<file path="src/rtl/chipbus_ctrl.sv">
// Local-bus sequencer for two YM2203s and one SAA1099: CS/A0/data setup, strobe, hold and per-chip recovery.
// Latency: CS falls two cycles after a request is accepted for an idle chip; every output is registered.
// Backpressure: rdy stays low for the whole access; the requester holds req until it is accepted.
module chipbus_ctrl #(
  parameter int unsigned T_SETUP   = 2,
  parameter int unsigned T_PULSE   = 8,
  parameter int unsigned T_HOLD    = 2,
  parameter int unsigned T_REC_YM  = 112,
  parameter int unsigned T_REC_SAA = 4
) (
  input  logic       fclk,
  input  logic       rst,
  input  logic       req,
  output logic       rdy,
  input  logic [1:0] req_tgt,
  input  logic       req_wr,
  input  logic       req_a0,
  input  logic [7:0] req_data,
  output logic [7:0] rd_data,
  output logic       rd_valid,
  output logic [7:0] d_out,
  output logic       d_oe,
  input  logic [7:0] d_in,
  output logic       ymcs1_n,
  output logic       ymcs2_n,
  output logic       ymwr_n,
  output logic       ymrd_n,
  output logic       yma0,
  output logic       saacs_n,
  output logic       saawr_n,
  output logic       saaa0
);

  localparam logic [1:0] TGT_YM1 = 2'd0;
  localparam logic [1:0] TGT_YM2 = 2'd1;
  localparam logic [1:0] TGT_SAA = 2'd2;
  localparam logic [1:0] TGT_RSV = 2'd3;

  // Timers count down to zero, so each phase loads its length minus one.
  localparam logic [7:0] SETUP_LD = 8'(T_SETUP - 1);
  localparam logic [7:0] PULSE_LD = 8'(T_PULSE - 1);
  localparam logic [7:0] HOLD_LD  = 8'(T_HOLD - 1);
  localparam logic [7:0] REC_YM   = 8'(T_REC_YM);
  localparam logic [7:0] REC_SAA  = 8'(T_REC_SAA);

  typedef enum logic [2:0] {S_IDLE, S_WAIT, S_SETUP, S_STROBE, S_HOLD} state_t;

  state_t     state_q, state_d;
  logic [7:0] timer_q, timer_d;
  logic [1:0] tgt_q;
  logic       wr_q, a0_q;
  logic [7:0] data_q;
  logic [7:0] rec_ym1_q, rec_ym2_q, rec_saa_q;

  logic       rdy_q, rdy_d;
  logic [7:0] rd_data_q, rd_data_d;
  logic       rd_valid_q, rd_valid_d;
  logic [7:0] d_out_q, d_out_d;
  logic       d_oe_q, d_oe_d;
  logic       ymcs1_n_q, ymcs1_n_d, ymcs2_n_q, ymcs2_n_d;
  logic       ymwr_n_q, ymwr_n_d, ymrd_n_q, ymrd_n_d, yma0_q, yma0_d;
  logic       saacs_n_q, saacs_n_d, saawr_n_q, saawr_n_d, saaa0_q, saaa0_d;

  logic accept, drop, tgt_busy, leave_hold, active, is_ym, is_saa, strobe;

  assign accept     = req && rdy_q;
  // Reserved target and SAA reads never touch the bus.
  assign drop       = (tgt_q == TGT_RSV) || ((tgt_q == TGT_SAA) && !wr_q);
  assign leave_hold = (state_q == S_HOLD) && (timer_q == 8'd0);
  assign active     = (state_q == S_SETUP) || (state_q == S_STROBE) || (state_q == S_HOLD);
  assign strobe     = (state_q == S_STROBE);
  assign is_ym      = (tgt_q == TGT_YM1) || (tgt_q == TGT_YM2);
  assign is_saa     = (tgt_q == TGT_SAA);

  // Select the recovery counter of the latched target
  always_comb begin
    tgt_busy = 1'b0;
    case (tgt_q)
      TGT_YM1: tgt_busy = (rec_ym1_q != 8'd0);
      TGT_YM2: tgt_busy = (rec_ym2_q != 8'd0);
      TGT_SAA: tgt_busy = (rec_saa_q != 8'd0);
      default: tgt_busy = 1'b0;
    endcase
  end

  // State and phase timer register
  always_ff @(posedge fclk) begin
    if (rst) begin
      state_q <= S_IDLE;
      timer_q <= 8'd0;
    end else begin
      state_q <= state_d;
      timer_q <= timer_d;
    end
  end

  // Next state; the phase timer reloads on every entry into a timed state
  always_comb begin
    state_d = state_q;
    timer_d = timer_q;
    case (state_q)
      S_IDLE:   if (accept) state_d = S_WAIT;
      S_WAIT: begin
        if (drop) begin
          state_d = S_IDLE;
        end else if (!tgt_busy) begin
          state_d = S_SETUP;
          timer_d = SETUP_LD;
        end
      end
      S_SETUP: begin
        if (timer_q == 8'd0) begin
          state_d = S_STROBE;
          timer_d = PULSE_LD;
        end else begin
          timer_d = timer_q - 8'd1;
        end
      end
      S_STROBE: begin
        if (timer_q == 8'd0) begin
          state_d = S_HOLD;
          timer_d = HOLD_LD;
        end else begin
          timer_d = timer_q - 8'd1;
        end
      end
      S_HOLD: begin
        if (timer_q == 8'd0) state_d = S_IDLE;
        else                 timer_d = timer_q - 8'd1;
      end
      default: state_d = S_IDLE;
    endcase
  end

  // Request latch, captured only on an accepted handshake
  always_ff @(posedge fclk) begin
    if (rst) begin
      tgt_q  <= TGT_YM1;
      wr_q   <= 1'b0;
      a0_q   <= 1'b0;
      data_q <= 8'h00;
    end else if (accept) begin
      tgt_q  <= req_tgt;
      wr_q   <= req_wr;
      a0_q   <= req_a0;
      data_q <= req_data;
    end
  end

  // Per-chip recovery: load on leaving HOLD, otherwise count down to zero
  always_ff @(posedge fclk) begin
    if (rst) begin
      rec_ym1_q <= 8'd0;
      rec_ym2_q <= 8'd0;
      rec_saa_q <= 8'd0;
    end else begin
      if (leave_hold && (tgt_q == TGT_YM1)) rec_ym1_q <= REC_YM;
      else if (rec_ym1_q != 8'd0)           rec_ym1_q <= rec_ym1_q - 8'd1;
      if (leave_hold && (tgt_q == TGT_YM2)) rec_ym2_q <= REC_YM;
      else if (rec_ym2_q != 8'd0)           rec_ym2_q <= rec_ym2_q - 8'd1;
      if (leave_hold && (tgt_q == TGT_SAA)) rec_saa_q <= REC_SAA;
      else if (rec_saa_q != 8'd0)           rec_saa_q <= rec_saa_q - 8'd1;
    end
  end

  // Output decode from the current state; registered one cycle later
  always_comb begin
    rdy_d      = (state_d == S_IDLE);
    ymcs1_n_d  = !(active && (tgt_q == TGT_YM1));
    ymcs2_n_d  = !(active && (tgt_q == TGT_YM2));
    saacs_n_d  = !(active && is_saa);
    ymwr_n_d   = !(strobe && is_ym && wr_q);
    ymrd_n_d   = !(strobe && is_ym && !wr_q);
    saawr_n_d  = !(strobe && is_saa && wr_q);
    yma0_d     = active && is_ym && a0_q;
    saaa0_d    = active && is_saa && a0_q;
    d_oe_d     = active && wr_q;
    d_out_d    = (active && wr_q) ? data_q : 8'h00;
    rd_data_d  = rd_data_q;
    rd_valid_d = 1'b0;
    if (strobe && (timer_q == 8'd0) && !wr_q) rd_data_d = d_in;
    if ((state_q == S_HOLD) && (timer_q == HOLD_LD) && !wr_q) rd_valid_d = 1'b1;
    if ((state_q == S_WAIT) && drop && !wr_q) begin
      rd_data_d  = 8'hFF;
      rd_valid_d = 1'b1;
    end
  end

  // Output registers
  always_ff @(posedge fclk) begin
    if (rst) begin
      rdy_q      <= 1'b1;
      rd_data_q  <= 8'hFF;
      rd_valid_q <= 1'b0;
      d_out_q    <= 8'h00;
      d_oe_q     <= 1'b0;
      ymcs1_n_q  <= 1'b1;
      ymcs2_n_q  <= 1'b1;
      ymwr_n_q   <= 1'b1;
      ymrd_n_q   <= 1'b1;
      yma0_q     <= 1'b0;
      saacs_n_q  <= 1'b1;
      saawr_n_q  <= 1'b1;
      saaa0_q    <= 1'b0;
    end else begin
      rdy_q      <= rdy_d;
      rd_data_q  <= rd_data_d;
      rd_valid_q <= rd_valid_d;
      d_out_q    <= d_out_d;
      d_oe_q     <= d_oe_d;
      ymcs1_n_q  <= ymcs1_n_d;
      ymcs2_n_q  <= ymcs2_n_d;
      ymwr_n_q   <= ymwr_n_d;
      ymrd_n_q   <= ymrd_n_d;
      yma0_q     <= yma0_d;
      saacs_n_q  <= saacs_n_d;
      saawr_n_q  <= saawr_n_d;
      saaa0_q    <= saaa0_d;
    end
  end

  assign rdy      = rdy_q;
  assign rd_data  = rd_data_q;
  assign rd_valid = rd_valid_q;
  assign d_out    = d_out_q;
  assign d_oe     = d_oe_q;
  assign ymcs1_n  = ymcs1_n_q;
  assign ymcs2_n  = ymcs2_n_q;
  assign ymwr_n   = ymwr_n_q;
  assign ymrd_n   = ymrd_n_q;
  assign yma0     = yma0_q;
  assign saacs_n  = saacs_n_q;
  assign saawr_n  = saawr_n_q;
  assign saaa0    = saaa0_q;

endmodule

</file>
<file path="config.mk">
export PLATFORM = sky130hd
export DESIGN_NAME = chipbus_ctrl
export DESIGN_NICKNAME = d
export VERILOG_FILES = /design/src/rtl/chipbus_ctrl.sv
export SDC_FILE = /design/constraint.sdc
export NUM_CORES = 1
export LEC_CHECK = 0
export CAP_MARGIN = 0
export CORE_MARGIN = 1
export CORE_UTILIZATION = 50
export DETAILED_ROUTE_END_ITERATION = 10
export PLACE_DENSITY = 0.75
export SYNTH_ARGS = -nofsm -noshare
export SYNTH_HDL_FRONTEND = slang
export SYNTH_SLANG_ARGS = --single-unit
</file>
<file path="constraint.sdc">
create_clock -name fclk -period 5 [get_ports fclk]
set_clock_uncertainty 0.2 [all_clocks]
set_input_delay 1 -clock fclk [delete_from_list [all_inputs] [get_ports fclk]]
set_output_delay 1 -clock fclk [all_outputs]
set_load 0.03 [all_outputs]
</file>
Word-level counts from Yosys, hierarchy flattened
Index checks and enable logic that the tools add are counted.

storage, ports and cells
  register bits = 74
  input bits = 23

operators by class
  equality and inequality tests = 11
  reduce and logical (&&, ||, !) cells = 52
  muxes and demuxes = 22
  bitwise logic cells = 1
  add/sub/neg operators = 4

operators by type and width
  kind                   count
  $mux W8                5
  $pmux W8 S4            1
  $sub A8 B1 Y8 const B  4
  $mux W7                4
  $logic_and A1 B1 Y1    24
  $mux W3                8
  $reduce_bool A8 Y1     3
  $pmux W3 S5            1
  $reduce_or A2 Y1       5
  $eq A8 B1 Y1 const B   1
  $logic_not A8 Y1       1
  $logic_not A1 Y1       7
  $eq A3 B2 Y1 const B   2
  $logic_not A3 Y1       2
  $ne A2 B2 Y1 const B   3
  $reduce_bool A2 Y1     3
  $eq A2 B2 Y1 const B   2
  $logic_or A1 B1 Y1     4
  $reduce_and A4 Y1      1
  $reduce_bool A4 Y1     1
  $eq A3 B1 Y1 const B   1
  $eq A3 B3 Y1 const B   1
  $pmux W1 S3            1
  $eq A2 B1 Y1 const B   1
  other kinds (3)        4

Logic depth before layout (Yosys ltp)
  word-level depth = 6
  mapped depth = 8
  gate-level depth less buffers = 7

Least setup slack after synthesis
No wires, ideal clock.

  kind = register -> register
  start = reg timer_q[0]
  end = reg timer_q[1]
  period minus slack after synthesis = 2.536 ns
  arrival = 2.214 ns
  buffers on the path = 1
  slack = 2.464 ns
  stages on the path, launching flop included = 9
  setup time = 0.122 ns
  required time = 4.678 ns
  cell sequence = dfxtp_1 inv_1 ha_1 or4b_4 nor4_1 a311o_1 buf_4 o21ai_0 o311a_1

on the way
  longest elaborated chain between the ends = 3
  elaborated cells on any way between the ends = 8

ends and longest elaborated chain
  item                                                      RTL line  text
  start: declaration                                        49        logic [7:0] timer_q, timer_d;
  start signal: assignment                                  93        timer_q <= timer_d;
  $sub A8 B1 Y8 / $logic_not A8 Y1 (equally long branches)  --
  $mux W8, or another cell as far along                     128       if (timer_q == 8'd0) state_d = S_IDLE;
  $pmux W8 S4 / $reduce_and A4 Y1 (equally long branches)   --

Parallel ways exist; a longest one is shown, timed or not. The select of a mux whose other input is x is not followed.
A chain may end at the register's enable or synchronous reset.

Worst setup path after layout
  start = reg timer_q[0]
  end = reg timer_q[0]

The elaborated chain is that of the path after synthesis.

==> run summary <==
Via density = 5.354
Syn Area/Cell = 8.619 sq um
Reg2reg setup slack = 1.97 ns
Fill cell count = 505
Setup TNS = 0 ns
Antenna violations before repair = 0
Worst slew pin tran = 0.8897 ns
Crit path time final = 3.032 ns
Cell variety after synth = 46
R2r worst-path depth = 7
Die height = 81.54 microns
Dpl cell area = 0.003702 sq mm
Sequential power share = 0.403
Inserted Clock Buffers = 9
GP Congestion = 0.8823
DP Worst Slack = 1.820 ns
Total core area = 0.006026 sq mm
Critical Path Sink = timer_q[0]
Synth Cell Area = 0.003163 sq mm
Top FF cell, synth = dfxtp_1
Mapped Nets = 398
Setup violations, final = 0
Post-route ant nets = 0
Top Ports = 50
Layout area overhead = 22.43%
CP Capture Type = register
Initial Util = 0.5249
Ys async rst share = 0
DRC viols = 0
RSZ-0062 raised after global routing = false
Max Cap Viol = 0
First-pass GRT wire length = 10930 microns
Max Fclk = 329.9 MHz
Diode count = 0
Clock Power Share = 0.199
Switching pwr = 0.7581 mW
WL/cell = 12.72 microns
Syn. warnings = 0
Layout Utilization = 0.6427
Final non-filler cell area = 0.003872 sq mm
CTS sink count = 74
Gr ovfl total = 0
CTS root buf = clkbuf_8
Full die area = 0.006648 sq mm
Final hold vios = 0
Largest net degree at the start of global routing = 33
Sequential share of the synthesized area = 0.4684
Drt pass-1 iters = 4
CTS tree = yes
Cts repair resizes = 0
Number of port buffers = 49
#FFs+latches synth = 74
Sw Ratio = 0.3801
Cell Pwr Density = 515.1 mW/mm^2
Type of element launching the critical path = register
Main area contributors after synthesis = dfxtp_1 47%, nand2_1 7.0%, a21oi_1 5.4%
Worst Setup Slack, final = 1.969 ns
Die width = 81.54 microns
Post-synth EDFFs = 0
Leakage = 1.535 nW
Crit path required time = 5.02 ns
Crit Path Max Fanout = 16
Crit path DAT = 3.06 ns
Vias in the first global route = 2460
DRT iter0 DRCs = 126
Maximum VDD drop = 0.3017 mV
DP HPWL = 4546 microns
FF-to-FF End = timer_q[0]
Min Hold Slack = 0.2471 ns
Clock Path Buffers = 2
Total wire length = 6298 microns
Cts hold-fix bufs = 0
Reg2reg start = timer_q[0]
Status = finished clean
Clock slew at reported path FFs = 0.08 ns
HP Class = register to register
Clock insertion delay at the later pin of the skew report = 0.34 ns
H-tree levels = 3
GR Util All Layers = 0.2136
Synthesized instance count = 367
Crit share post-route = 0.6063
Ratio of cells with drive above 1 in the final layout = 0.05952
CP startpoint = timer_q[0]
Nets = 446
Post-CTS Setup Inserts = 0
Comb power frac = 0.399
Cell taking the most area after synthesis = dfxtp_1
CP Class = register to register
DR vias = 2650
Slew HR = 0.4069
Slew Viols, Final = 0
Site row count = 28
Internal power = 1.237 mW
Top-area cell type share of the netlist area = 0.4684
[stage by stage]
stage | power, mW | instances
global route | 2.167 | 495
global placement | 1.588 | 479
floorplan | 1.439 | 367
detailed placement | 1.605 | 479
finish | 1.995 | 495
CTS | 2.008 | 495
[worst min-delay path by stage]
stage               cells past startpoint         to       from
floorplan                               1    saawr_n       wr_q
global placement                        1   d_out[4]  data_q[4]
detailed placement                      1   d_out[4]  data_q[4]
CTS                                     2  data_q[6]  data_q[6]
global route                            1   d_out[4]  data_q[4]
finish                                  1   d_out[4]  data_q[4]
[synthesized netlist by cell type (6+ instances only)]
master / count
nand3_1: 6
nand2_1: 59
mux2i_1: 10
nor2_1: 35
clkbuf_1: 11
and2_1: 13
xnor2_1: 9
nor3_1: 19
a21oi_1: 34
dfxtp_1: 74
inv_1: 11
o31ai_1: 6
ha_1: 8
[sequential cells by signal, indices dropped and copies added, names as in the netlist, 2 cells and up]
name,flops
data_q,8
d_out,8
rec_ym1_q,8
rd_data,8
rec_ym2_q,8
timer_q,8
state_q,3
rec_saa_q,8
tgt_q,2
[cells in the final DEF (no fill, tap or decap), types with 8 or more instances in the layout]
cell,n
dfxtp_1,74
nand2_1,59
clkdlybuf4s50_1,49
nor2_1,35
a21oi_1,34
nor3_1,19
and2_1,13
inv_1,11
mux2i_1,10
xnor2_1,9
clkbuf_8,9
ha_1,8
[critical path, stage by stage, from the launching register on]
cell and delay (ns):
dfxtp_1 0.33, inv_1 0.11, ha_1 0.24, or4b_4 0.52
nor4_1 0.64, a311o_1 0.55, o21ai_0 0.18, o311a_1 0.15
[power groups by stage]
stage                     clock, mW  sequential [mW]  combinational, mW
after floorplan                   0            0.794              0.646
after global placement            0            0.812              0.776
after detailed placement          0            0.815              0.790
after CTS                     0.412            0.803              0.794
after global routing          0.437            0.823              0.908
final                         0.396            0.803              0.796
[layout make-up]
class	instances	area, sq um	share of cell area
tap	75	93.84	0.02423
sequential	74	1481	0.3826
clock buffer	10	127.6	0.03296
multi-input combinational	268	1584	0.4090
inverter	12	45.04	0.01163
timing repair buffer	50	498.0	0.1286
clock inverter	6	42.54	0.01099
[logic make-up after synthesis]
| family | Yosys count | synth area share |
|---|---|---|
| simple gates | 170 | 0.2670 |
| flops | 74 | 0.4684 |
| compound gates | 65 | 0.1282 |
| buf+inv | 25 | 0.03085 |
| xor+xnor | 14 | 0.03877 |
| mux | 11 | 0.03521 |
| fa+ha+maj | 8 | 0.03165 |
[per-layer routing]
metal | vias up | global-route usage | wire [microns]
met5 | - | 0 | 0
met4 | 0 | 0.07321 | 93
met3 | 12 | 0.04889 | 288
met2 | 57 | 0.3692 | 2892
met1 | 1202 | 0.2590 | 3023
li1 | 1379 | - | -
Power figures use the tool's default switching activity.
==> RTL change 1, RTL diff (config.mk and constraints unchanged) <==
`T_REC_YM`: 112 -> 84.
--- a/src/rtl/chipbus_ctrl.sv
+++ b/src/rtl/chipbus_ctrl.sv
@@ -5,7 +5,7 @@
   parameter int unsigned T_SETUP   = 2,
   parameter int unsigned T_PULSE   = 8,
   parameter int unsigned T_HOLD    = 2,
-  parameter int unsigned T_REC_YM  = 112,
+  parameter int unsigned T_REC_YM  = 84,
   parameter int unsigned T_REC_SAA = 4
 ) (
   input  logic       fclk,
Behaviour: same outputs for any inputs over 10 cycles, from zero or initial values and one cycle with rst high; that may be too few to reach the edited logic, so the function may still have changed.
==> RTL change 1 against the original RTL <==
- area after synthesis increased by 2.9%
- utilization decreased by 1.4 points
- wire length increased by 3.4%
- total power increased by 2.5%
- non-clock buffer count unchanged
- sequential cell count unchanged
- synthesized cell count unchanged
- global-route usage decreased by 0.14 points
- cell area increased by 2.5%
- sequential share of layout area decreased by 0.92 points
- maximum frequency increased by 14%
- setup slack improved by 0.38 ns
- largest cell class unchanged
- highest routed layer unchanged
==> RTL change 1: results (changes against the original RTL) <==
status=completed; Post-DP Area=3770 um^2 (+2.0%); dpl cells=477 (-0.42%); Crit Path Max Fanout=10 (-6); Final #Nets=442 (-0.90%); maximum single-stage delay on the critical path=0.57 ns (-0.07 ns); flop2flop setup slack=2.34 ns (+0.38 ns); GRT Util Overall=21.2% (-0.14 points); synth cell count leaders=74 x dfxtp_1, 61 x nand2_1, 35 x nor2_1; met2 routed WL=2.86 mm (-1.0%); Avg Inst Size Synth=8.87 um^2 (+2.9%); family with the most delay on the worst path=compound AO/OA/AOI/OAI gates; Clk power=0.448 mW (+13%); compound-cell area share of the yosys netlist=13.9% (+1.1 points); Sw Ratio=36.9% (-1.1 points); Synth cell types=59 (+28%); P per Cell Area=515 nW/um^2 (about the same); wire length on met1=3.04 mm (+0.53%); WP data arrival=2.68 ns (-0.38 ns); FILL cells=569 (+13%); routed wire length=6.51 mm (+3.4%); critical path's slowest cell=or4b_1; sequential area share after synthesis=45.5% (-1.3 points); IR drop worst, VDD=359 uV (+19%); ranking of synthesized cells by area=dfxtp_1 46%, nand2_1 7.0%, nor2_1 4.0%, a21oi_1 3.7%, ha_1 3.1%; combinational share of power=37.6% (-2.3 points); largest net degree at the start of global routing=36 (+9.1%); Hold WS=0.243 ns (-0.00434 ns); Worst Tran Pin Value=0.754 ns (-0.135 ns); multiplexer area fraction after synthesis=3.50% (-0.022 points); first-pass GRT wire length=10.9 mm (-0.38%); post-synthesis adder-cell area fraction=3.08% (-0.089 points); Post-Synth XOR/XNOR Area=4.58% (+0.70 points); vias per cell=5.48 (+2.4%); layout cells sized above 1=6.99% (+1.0 points); DRT iter0 DRCs=128 (+1.6%); Final HPWL DP=4.60 mm (+1.3%); fin crit period=2.66 ns (-0.376 ns)
==> RTL change 1: final timing paths <==
| kind | from | cells after the start | endpoint |
|---|---|---|---|
| max | timer_q[0] | 7 | timer_q[7] |
| min | data_q[1] | 1 | d_out[1] |
| max reg2reg | timer_q[0] | 7 | timer_q[7] |
| min reg2reg | data_q[1] | 1 | d_out[1] |
==> RTL change 1: layer usage <==
layer,vias to the layer above,global-route usage [%]
met5,-,0
met4,0,11.6
met3,19,5.38
met2,78,33.3
met1,1224,26.5
li1,1375,-
==> RTL change 1: final cells by class <==
cell class | instances | area (um^2) | area share, %
Timing Repair Buffer | 50 | 498 | 12.6
Clock inverter | 5 | 55.1 | 1.39
Clock buffer | 10 | 138 | 3.47
Multi-Input combinational cell | 266 | 1660 | 41.9
Inverter | 10 | 37.5 | 0.946
Sequential cell | 74 | 1480 | 37.3
Tap cell | 77 | 96.3 | 2.43
==> RTL change 2, RTL diff (same settings) <==
Made on the original files. Re-encode `state_t` (5 states) as one-hot, 5 bits wide.
--- a/src/rtl/chipbus_ctrl.sv
+++ b/src/rtl/chipbus_ctrl.sv
@@ -43,7 +43,7 @@
   localparam logic [7:0] REC_YM   = 8'(T_REC_YM);
   localparam logic [7:0] REC_SAA  = 8'(T_REC_SAA);
 
-  typedef enum logic [2:0] {S_IDLE, S_WAIT, S_SETUP, S_STROBE, S_HOLD} state_t;
+  typedef enum logic [4:0] {S_IDLE = 5'b00001, S_WAIT = 5'b00010, S_SETUP = 5'b00100, S_STROBE = 5'b01000, S_HOLD = 5'b10000} state_t;
 
   state_t     state_q, state_d;
   logic [7:0] timer_q, timer_d;
Behaviour: no difference found for any inputs over 10 cycles, from zero or initial values and one cycle with rst high; not proved beyond that.
==> RTL change 2 against the original RTL <==
- clock power is 35% higher
- wire length rose by 12%
- sequential share of layout area shrank 0.57 points
- via count grew 4.4%
- area after synthesis is 3.5% higher
- die area grew 3.4%
- cell area rose by 4.3%
- total power shrank 3.4%
- sequential cell count is 2 higher
- setup slack improved by 0.21 ns
- critical endpoint is now rec_saa_q[3]
- largest cell class unchanged
==> RTL change 2: results (changes against the original RTL) <==
status=completed; maximum single-stage delay on the critical path=0.95 ns (+0.31 ns); syn_nets=398 (unchanged); cts repair resizes=0 (unchanged); Final HPWL DP=4.98 mm (+9.6%); vias in the first global route=2568 (+4.4%); R2R depth=7 (unchanged); critical path's slowest cell=clkdlybuf4s50_1; via count=2767 (+4.4%); WP data arrival=2.84 ns (-0.22 ns); Post-CTS Setup Bufs=0 (unchanged); clock buffer count from CTS=9 (unchanged); ys async rst share=0% (unchanged); slew margin rel.=42.1% (+1.4 points); 1st-pass router iterations=5 (+1); largest net degree at the start of global routing=21 (-36%); Crit Path Max Fanout=20 (+4); ant diodes=0 (unchanged); Synth cell types=52 (+13%); first-pass GRT wire length=12.0 mm (+9.9%); final antenna-violating net count=0 (unchanged); Leakage=1.52 nW (-1.0%); clock root cell=clkbuf_8; IR drop worst, VDD=369 uV (+22%); initial antenna violation count=0 (unchanged); hold crit path type=flop to flop; layout cells sized above 1=7.19% (+1.2 points); sequential area share after synthesis=46.5% (-0.35 points); Area Growth Syn to Fin=23.4%; FILL cells=528 (+4.6%); Worst Setup Slack post-DPL=1.85 ns (+0.0331 ns); gp weighted congestion=0.836 (-5.2%); Clk pin slew, worst setup/hold paths=0.08 ns (about the same); DRT iter0 DRCs=190 (+51%); Max Root-Sink Buffers=2 (unchanged); hold path cells=2 (+1); synth cell count leaders=76 x dfxtp_1, 54 x nand2_1, 30 x a21oi_1; ranking of synthesized cells by area=dfxtp_1 46%, nand2_1 6.2%, a21oi_1 4.6%, nor2_1 3.3%, ha_1 3.1%; Syn. warnings=0 (unchanged); GRT Util Overall=21.5% (+0.16 points); routed wire length=7.05 mm (+12%); H-tree depth=3 (unchanged); Final #Nets=443 (-0.67%); Post-DP Area=3800 um^2 (+2.7%); worst-skew pair later-pin latency=0.35 ns; family with the most delay on the worst path=buffers and inverters; Sw Ratio=33.8% (-4.2 points); IO Port Bufs=49 (unchanged)
==> RTL change 2: cell types whose count changed after synthesis, sizes merged, moves of 4 or more <==
cell and change:
nand2 -5, nor2 -5, or3b -4, nand4 +5, or4b -4, inv +5
nor3 -9, a21oi -4, nand3 +4
==> RTL change 2: worst paths after layout <==
kind	slack, ns	endpoint	start
worst max register to register	2.27	timer_q[5]	timer_q[0]
worst max-delay path	2.18	rec_saa_q[3]	rst
worst min-delay path	0.26	data_q[3]	data_q[3]
worst min register to register	0.26	data_q[3]	data_q[3]
==> RTL change 2: kinds of logic after synthesis <==
logic type | after synthesis | synth area share, %
mux | 11 | 3.40
simple gates | 153 | 23.6
buf+inv | 32 | 3.78
compound gates | 71 | 15.4
xor+xnor | 16 | 4.28
fa+ha+maj | 8 | 3.06
flops | 76 | 46.5
==> RTL change 2: cell type report <==
cell class	instances	area share (%)
timing repair buffer	50	12.3
sequential	76	37.7
inverter	16	1.49
tap	77	2.39
clock inverter	6	2.39
clock buffer	10	3.41
multi-input combinational	259	40.3
==> RTL change 2: worst reg2reg max path, cell delays in order (launching register included) <==
cell and delay [ns]:
dfxtp_1 0.35, inv_1 0.08, ha_1 0.21, nor3b_2 0.55, and2_0 0.47, a32oi_1 0.21
a21boi_4 0.25, a311oi_1 0.32
==> RTL change 2: per-layer routing <==
metal	routed length (um)	part of all wire, %	track usage (%)
met1	3180	45	28.0
met2	3380	48	34.1
met3	314	4.5	3.78
met4	172	2.4	11.4
met5	0	0	0
==> RTL change 2: stage by stage <==
stage | cells | hold slack, ns
6_report | 494 | 0.255
2_1_floorplan | 367 | 0.230
5_1_grt | 494 | 0.277
3_3_place_gp | 478 | 0.232
3_5_place_dp | 478 | 0.241
4_1_cts | 494 | 0.256
==> RTL change 2: power groups by stage <==
| stage | clock (mW) | combinational (mW) | sequential [mW] |
|---|---|---|---|
| 5_1_grt | 0.575 | 0.663 | 0.825 |
| 3_3_place_gp | 0 | 0.560 | 0.815 |
| 3_5_place_dp | 0 | 0.576 | 0.821 |
| 4_1_cts | 0.544 | 0.581 | 0.810 |
| 6_report | 0.536 | 0.579 | 0.811 |
| 2_1_floorplan | 0 | 0.483 | 0.795 |
